$ cat config.mk
export PLATFORM = sky130hd
export DESIGN_NAME = multi_channel_clock_divider
export DESIGN_NICKNAME = d
export VERILOG_FILES = /design/src/rtl/clk_div_pkg.sv /design/src/rtl/clk_div_channel.sv /design/src/rtl/multi_channel_clock_divider.sv
export SDC_FILE = /design/constraint.sdc
export NUM_CORES = 1
export LEC_CHECK = 0
export BUFFER_PORTS_ARGS = -buffer_cell sky130_fd_sc_hd__buf_2
export CAP_MARGIN = 20
export CORE_MARGIN = 2
export CORE_UTILIZATION = 65
export CTS_CLUSTER_SIZE = 10
export DETAILED_ROUTE_END_ITERATION = 7
export PLACE_DENSITY = 0.87
export SETUP_SLACK_MARGIN = 0.5
export SYNTH_ARGS = -nofsm -noshare
export SYNTH_HDL_FRONTEND = slang
export SYNTH_HIERARCHICAL = 1
export SYNTH_SLANG_ARGS = --single-unit
$ cat constraint.sdc
create_clock -name clk_i -period 3.7 [get_ports clk_i]
set_input_delay 0.37 -clock clk_i [delete_from_list [all_inputs] [get_ports clk_i]]
set_output_delay 0.37 -clock clk_i [all_outputs]
set_load 0.01 [all_outputs]
$ cat src/rtl/clk_div_pkg.sv
// rtl/clk_div_pkg.sv - shared widths, divisor type and special divisor codes for the clock divider
package clk_div_pkg;

    localparam int DIV_W_DEFAULT = 8;

    typedef logic [DIV_W_DEFAULT-1:0] div_t;

    // Divisor codes below 2 do not count: 0 parks the channel, 1 passes every cycle through
    localparam int DIV_STOP   = 0;
    localparam int DIV_BYPASS = 1;

endpackage

$ cat src/rtl/clk_div_channel.sv
// rtl/clk_div_channel.sv - one divider channel: period counter, active/pending divisor, registered outputs
module clk_div_channel
    import clk_div_pkg::*;
#(
    parameter int DIV_W     = DIV_W_DEFAULT,
    parameter int RESET_DIV = 4
) (
    input  logic             clk_i,
    input  logic             rst_i,
    input  logic             sync_i,
    input  logic             div_load_i,
    input  logic [DIV_W-1:0] div_i,
    output logic             div_clk_o,
    output logic             tick_o,
    output logic             pend_o
);

    localparam logic [DIV_W-1:0] ONE  = DIV_W'(DIV_BYPASS);
    localparam logic [DIV_W-1:0] STOP = DIV_W'(DIV_STOP);

    logic [DIV_W-1:0] cnt_q, cnt_d;
    logic [DIV_W-1:0] cur_div_q, cur_div_d;
    logic [DIV_W-1:0] nxt_div_q, nxt_div_d;
    logic             pend_q, pend_d;
    logic             div_clk_q, div_clk_d;
    logic             tick_q, tick_d;
    logic             running;
    logic             last;
    logic             apply;

    always_comb begin
        running   = cur_div_q > ONE;
        last      = running && (cnt_q == cur_div_q - ONE);
        // Channels that are stopped or bypassed sit on a boundary every cycle
        apply     = pend_q && (!running || last || sync_i);
        cnt_d     = (apply || sync_i || !running || last) ? '0 : cnt_q + ONE;
        cur_div_d = apply ? nxt_div_q : cur_div_q;
        // A load coinciding with an apply becomes pending for the following boundary
        nxt_div_d = div_load_i ? div_i : nxt_div_q;
        pend_d    = div_load_i ? 1'b1 : (apply ? 1'b0 : pend_q);
        div_clk_d = 1'b0;
        tick_d    = 1'b0;
        if (sync_i) begin
            div_clk_d = 1'b0;
            tick_d    = 1'b0;
        end else if (running) begin
            div_clk_d = cnt_q < (cur_div_q >> 1);
            tick_d    = cnt_q == STOP;
        end else if (cur_div_q == ONE) begin
            div_clk_d = 1'b1;
            tick_d    = 1'b1;
        end
    end

    always_ff @(posedge clk_i) begin
        if (rst_i) begin
            cnt_q     <= '0;
            cur_div_q <= DIV_W'(RESET_DIV);
            nxt_div_q <= '0;
            pend_q    <= 1'b0;
            div_clk_q <= 1'b0;
            tick_q    <= 1'b0;
        end else begin
            cnt_q     <= cnt_d;
            cur_div_q <= cur_div_d;
            nxt_div_q <= nxt_div_d;
            pend_q    <= pend_d;
            div_clk_q <= div_clk_d;
            tick_q    <= tick_d;
        end
    end

    assign div_clk_o = div_clk_q;
    assign tick_o    = tick_q;
    assign pend_o    = pend_q;

endmodule

$ cat src/rtl/multi_channel_clock_divider.sv
// rtl/multi_channel_clock_divider.sv - NUM_CH independent clock dividers; CLK_DIV_SYNC_EN adds sync_i phase realignment
module multi_channel_clock_divider
    import clk_div_pkg::*;
#(
    parameter int NUM_CH    = 4,
    parameter int DIV_W     = DIV_W_DEFAULT,
    parameter int RESET_DIV = 4
) (
    input  logic                    clk_i,
    input  logic                    rst_i,
`ifdef CLK_DIV_SYNC_EN
    input  logic                    sync_i,
`endif
    input  logic [NUM_CH*DIV_W-1:0] div_i,
    input  logic [NUM_CH-1:0]       div_load_i,
    output logic [NUM_CH-1:0]       div_clk_o,
    output logic [NUM_CH-1:0]       tick_o,
    output logic [NUM_CH-1:0]       pend_o
);

    logic sync_w;

`ifdef CLK_DIV_SYNC_EN
    assign sync_w = sync_i;
`else
    assign sync_w = 1'b0;
`endif

    for (genvar c = 0; c < NUM_CH; c++) begin : g_ch
        clk_div_channel #(
            .DIV_W     (DIV_W),
            .RESET_DIV (RESET_DIV)
        ) u_ch (
            .clk_i      (clk_i),
            .rst_i      (rst_i),
            .sync_i     (sync_w),
            .div_load_i (div_load_i[c]),
            .div_i      (div_i[c*DIV_W +: DIV_W]),
            .div_clk_o  (div_clk_o[c]),
            .tick_o     (tick_o[c]),
            .pend_o     (pend_o[c])
        );
    end

endmodule

=== Yosys cells after proc, flatten, opt, wreduce, memory -nomap -nowiden ===
Index checks and enable logic that the tools add are counted.

* Flip-flop bits (word level): 108
* Memories kept: 0
* Memory bits (writable): 0
* Input port bits: 38
* Latch bits: 0
* ROM bits: 0

* $lt $le $gt $ge: 8
* Muxes and demuxes: 20
* Shifts and indexed selects: 0
* Reductions and logical operators: 36
* Divide/modulo/power cells: 0
* Equality and inequality tests: 8
* $add $sub $neg: 8
* Bitwise logic cells: 0
* Multipliers: 0

{| class="wikitable"
|+ Operators with widths
! cell !! count
|-
| 8-bit by 1-bit adder with 8-bit output (second input constant) || 4
|-
| 8-bit by 1-bit == test with 1-bit output (second input constant) || 4
|-
| 8-bit == test || 4
|-
| 8-bit by 1-bit > comparator with 1-bit output (second input constant) || 4
|-
| 8-bit zero test || 4
|-
| 8-bit by 7-bit less-than comparator with 1-bit output || 4
|-
| 8-bit by 1-bit subtractor with 8-bit output (second input constant) || 4
|-
| 1-bit two-way mux || 20
|-
| 1-bit logical OR || 12
|-
| 1-bit logical AND || 8
|-
| 2-bit nonzero test || 4
|-
| 2-bit OR reduction || 4
|-
| 1-bit zero test || 4
|}

=== Longest topological paths before layout ===
* Depth in word-level cells: 8
* Mapped depth: 10
* Depth with buffers taken out: 8

=== Hierarchy ===
Netlist, hierarchy kept.

{| class="wikitable"
|+ By module, submodules not included
! module !! area an instance (µm²) !! sequential area each (µm²) !! cells an instance !! times used
|-
| clk_div_channel || 1,522.7 || 540.5 || 169 || 4
|-
| multi_channel_clock_divider || 3.8 || 0.0 || 1 || 1
|}

=== Least setup slack after synthesis ===
No wires, ideal clock.

* Kind: register to register
* Start: reg g_ch[0].u_ch.cur_div_q[0]
* End: reg g_ch[0].u_ch.cur_div_q[0]
* Arrival time: 2.068 ns
* Path slack: 1.561 ns
* Path buffers: 2
* Setup time: 0.072 ns
* Cell stages (with the launch flop): 11
* Clock period less this slack: 2.139 ns
* Path through: dfxtp_1 inv_1 ha_1 buf_2 o21bai_1 a2111o_1 o311ai_1 o2111ai_1 a21boi_1 buf_4 mux2i_1

* Longest elaborated chain between the ends: 5
* Elaborated cells on any way between the ends: 7
* Classes of those cells: 1 x add/sub; 1 x order compare; 1 x eq/ne; 4 x reduce/logical

{| class="wikitable"
|+ Ends and longest elaborated chain
! what !! RTL line !! text
|-
| start, declared || clk_div_channel.sv:22 || <nowiki>logic [DIV_W-1:0] cur_div_q, cur_div_d;</nowiki>
|-
| start signal, assigned || clk_div_channel.sv:58 || <nowiki>cur_div_q <= DIV_W'(RESET_DIV);</nowiki>
|-
| start signal, assigned || clk_div_channel.sv:65 || <nowiki>cur_div_q <= cur_div_d;</nowiki>
|-
| 8-bit by 1-bit subtractor with 8-bit output || clk_div_channel.sv:33 || <nowiki>last = running && (cnt_q == cur_div_q - ONE);</nowiki>
|-
| 8-bit == test || clk_div_channel.sv:33 ||
|-
| 1-bit logical AND || clk_div_channel.sv:33 ||
|-
| 1-bit logical OR * || clk_div_channel.sv:35 || <nowiki>apply = pend_q && (!running || last || sync_i);</nowiki>
|-
| 1-bit logical AND * || clk_div_channel.sv:35 ||
|}

Mark *: on every way between the ends. The rest lies on a longest branch, timed or not.
A chain may end at the register's enable or synchronous reset.

=== Final worst setup path ===
* Start: reg g_ch[2].u_ch.cur_div_q[0]
* End: reg g_ch[2].u_ch.cur_div_q[7]

* Longest elaborated chain between the ends: 5
* Elaborated cells on any way between the ends: 7
* Classes of those cells: 1 x add/sub; 1 x order compare; 1 x eq/ne; 4 x reduce/logical

{| class="wikitable"
|+ Ends and longest elaborated chain
! what !! RTL line
|-
| start, declared || clk_div_channel.sv:22
|-
| start signal, assigned || clk_div_channel.sv:58
|-
| start signal, assigned || clk_div_channel.sv:65
|-
| 8-bit by 1-bit subtractor with 8-bit output || clk_div_channel.sv:33
|-
| 8-bit == test || clk_div_channel.sv:33
|-
| 1-bit logical AND || clk_div_channel.sv:33
|-
| 1-bit logical OR * || clk_div_channel.sv:35
|-
| 1-bit logical AND * || clk_div_channel.sv:35
|}

Marks and branches as above.

==> metrics.csv <==
metric,value,unit
clock_latency,0.37,ns
netlist_area,6090,sq um
initial_core_util,0.666,
grt_pass1_wl,20400,microns
routedWlPerCell,14.1,microns
cts_tree,built,
layout-drive-gt1-share,0.109,
syn2layout_area_growth,8.27,%
die_width,101,microns
syn_avg_cell_area,9.00,sq um
cts-resized-gates,0,
drt_iter0_markers,129,
diodes,0,
grt_max_degree,64,
avgViaCountPerCell,5.57,
power_frac_seq,0.561,
numCtsBuffers,9,
crit_path_end_kind,flop,
maxCapViolations,0,
synth_edf_count,0,
post_cts_buffers,0,
cp_max_fo,8,
crit_required,4.00,ns
reg2reg_to,g_ch[2].u_ch/cur_div_q[7],
path_cells,inv_1 -> ha_1 -> o21bai_1 -> a2111o_1 -> o311ai_1 -> o2111ai_1 -> a21boi_1 -> mux2i_1,
swShare,0.277,
cts_hold_buf,0,
first_global_vias,4578,
htree_levels,3,
synth-seq-area-share,0.355,
yosysUniqueCellTypes,36,
drt_pass1_iterations,4,
hp-start,div_i[0],
clkTransAtPathRegs,0.11,ns
synth_top_area_cell,dfxtp_1,
dp.final_hpwl,8750,microns
hold_viol,0,
drc_errors,0,
fp-row-count,35,
fillCellCount,680,
min_period,2.90,ns
wirelength,11900,microns
clock_path_buffers,2,
multiInputGateArea,3670,sq um
path_class,flop to flop,
p_int,1620,uW
drv_slew,0,
setup_viol,0,
yosys_most_used_dff,dfxtp_1,
status,"finished, final reports clean",
fin_area,6600,sq um
cts.sink_count,108,
min_path_cells,3,
reg2reg_depth,8,
grt_use_total,0.245,
p_leak,0.00285,uW
io-pin-count,50,
ir_worst_vdd,225,uV
port_buffers,49,
synth-seq-cells,108,
r2r_start,g_ch[2].u_ch/cur_div_q[0],
die_h,101,microns
antenna_found_initial,0,
worst_path_max_delay_cell,a21boi_1,
fmax,345,MHz
post_dp_cell_area,6420,sq um
rsz0062_at_grt,no,
core,9150,sq um
maxSlewHeadroom,0.359,
ant_nets,0,
min_to,g_ch[0].u_ch/nxt_div_q[0],
mostFrequentLayoutCell,dfxtp_1,
crit_arrival,3.20,ns
yosysWarnings,6,
die_area,10200,sq um
period_share,0.784,
max_stage_delay,0.77,ns
fin_skew,0.00739,ns
start_kind,flop,
grt_overflow_total,0,
num_vias,4674,
gp_congestion,0.885,
tightest_slew,0.960,ns
clkPwrFrac,0.305,
fin_hold_ws,0.227,ns
async_flop_share,0,
seqCellArea,2160,sq um
combPwrFrac,0.134,
synthCells,677,
power.switching,620,uW
synth_top_area_share,0.355,
synth_area_leaders,"dfxtp_1 35%, mux2i_1 11%, ha_1 8.2%",
hold_class,input port to flop,
cts_root_buf,clkbuf_8,
nets,801,
timing.setup.tns,0,ns
powerDensity,339,nW/um^2
rrSetupSlack,0.80,ns
mostFrequentLayoutCells,"108 x dfxtp_1, 76 x nor2_1, 64 x mux2i_1",
-- synth_stat cells (8+ instances only) --
master      n
mux2i_1    64
nor4_1     12
nand2b_1   60
nand3_1    32
ha_1       40
nand2_1    16
clkbuf_1   20
a21o_1     12
xnor2_1    28
dfxtp_1   108
nor3_1      8
a21oi_1    16
inv_1      48
or2_2       8
nor2b_1     8
nor2_1     76
xor2_1     40
and3_1     12
-- state kept, by name, indices dropped and copies added, names as in the netlist --
signal	flops
g_ch.u_ch/pend_o	4
g_ch.u_ch/cnt_q	32
g_ch.u_ch/cur_div_q	32
g_ch.u_ch/nxt_div_q	32
g_ch.u_ch/tick_o	4
g_ch.u_ch/div_clk_o	4
-- layout make-up --
type                       count  area share
sequential                   108       0.328
clock inverter                 6     0.00815
clock buffer                  10      0.0193
timing repair buffer          52      0.0406
tap                          111      0.0210
inverter                      48      0.0273
multi-input combinational    504       0.556
-- worst max-delay path by stage --
stage | from | to | slack, ns | depth (start not counted)
final | g_ch[2].u_ch/cur_div_q[0] | g_ch[2].u_ch/cur_div_q[7] | 0.80 | 8
after global routing | g_ch[2].u_ch/cur_div_q[0] | g_ch[2].u_ch/cur_div_q[1] | 0.58 | 8
after detailed placement | g_ch[1].u_ch/cur_div_q[0] | g_ch[1].u_ch/cur_div_q[7] | 0.86 | 8
after floorplan | g_ch[0].u_ch/cur_div_q[0] | g_ch[0].u_ch/cur_div_q[0] | 1.56 | 10
after global placement | g_ch[0].u_ch/cur_div_q[0] | g_ch[0].u_ch/cur_div_q[0] | 1.06 | 8
after CTS | g_ch[1].u_ch/cur_div_q[0] | g_ch[1].u_ch/cur_div_q[7] | 0.83 | 8
-- power by group through the flow --
stage | Clock, uW | Sequential [uW] | Combinational, uW
floorplan | 0 | 1270 | 225
global placement | 0 | 1280 | 284
detailed placement | 0 | 1280 | 297
CTS | 702 | 1250 | 300
global route | 742 | 1260 | 332
finish | 682 | 1260 | 300
-- metal layers --
layer | wire, microns | vias to the layer above | global-route usage
met1 | 5380 | 2178 | 0.308
li1 | - | 2368 | -
met3 | 491 | 21 | 0.0437
met5 | 0 | - | 0
met2 | 5750 | 107 | 0.418
met4 | 233 | 0 | 0.0948
-- cell families (layout without fill, tap and decap cells) --
| kind of cell | Yosys count | count (layout) | synth area share |
|---|---|---|---|
| adder cells (fa/ha/maj) | 40 | 40 | 0.0821 |
| buffers and inverters | 76 | 116 | 0.0501 |
| flip-flops | 108 | 108 | 0.355 |
| AND/OR/NAND/NOR | 248 | 248 | 0.222 |
| multiplexers | 64 | 64 | 0.105 |
| XOR/XNOR | 68 | 68 | 0.0977 |
| AO/OA/AOI/OAI | 72 | 72 | 0.0879 |
| other | 1 | 12 | 0.000615 |
-- critical path, delay by kind of cell (launching register included) --
kind / cells / cell delay (ns)
AO/OA/AOI/OAI: 5 / 1.73
adder cells (fa/ha/maj): 1 / 0.31
buffers and inverters: 1 / 0.08
flip-flops: 1 / 0.46
multiplexers: 1 / 0.27
-- stage by stage --
stage / util / cells / worst slack, ns / power, uW
final: 0.721 / 839 / 0.799 / 2240
after global routing: 0.721 / 839 / 0.585 / 2340
after CTS: 0.721 / 839 / 0.826 / 2260
after detailed placement: 0.701 / 823 / 0.865 / 1580
after global placement: 0.701 / 823 / 1.06 / 1560
after floorplan: - / 688 / 1.56 / 1500
No activity file was read; power rests on OpenSTA's default activity.
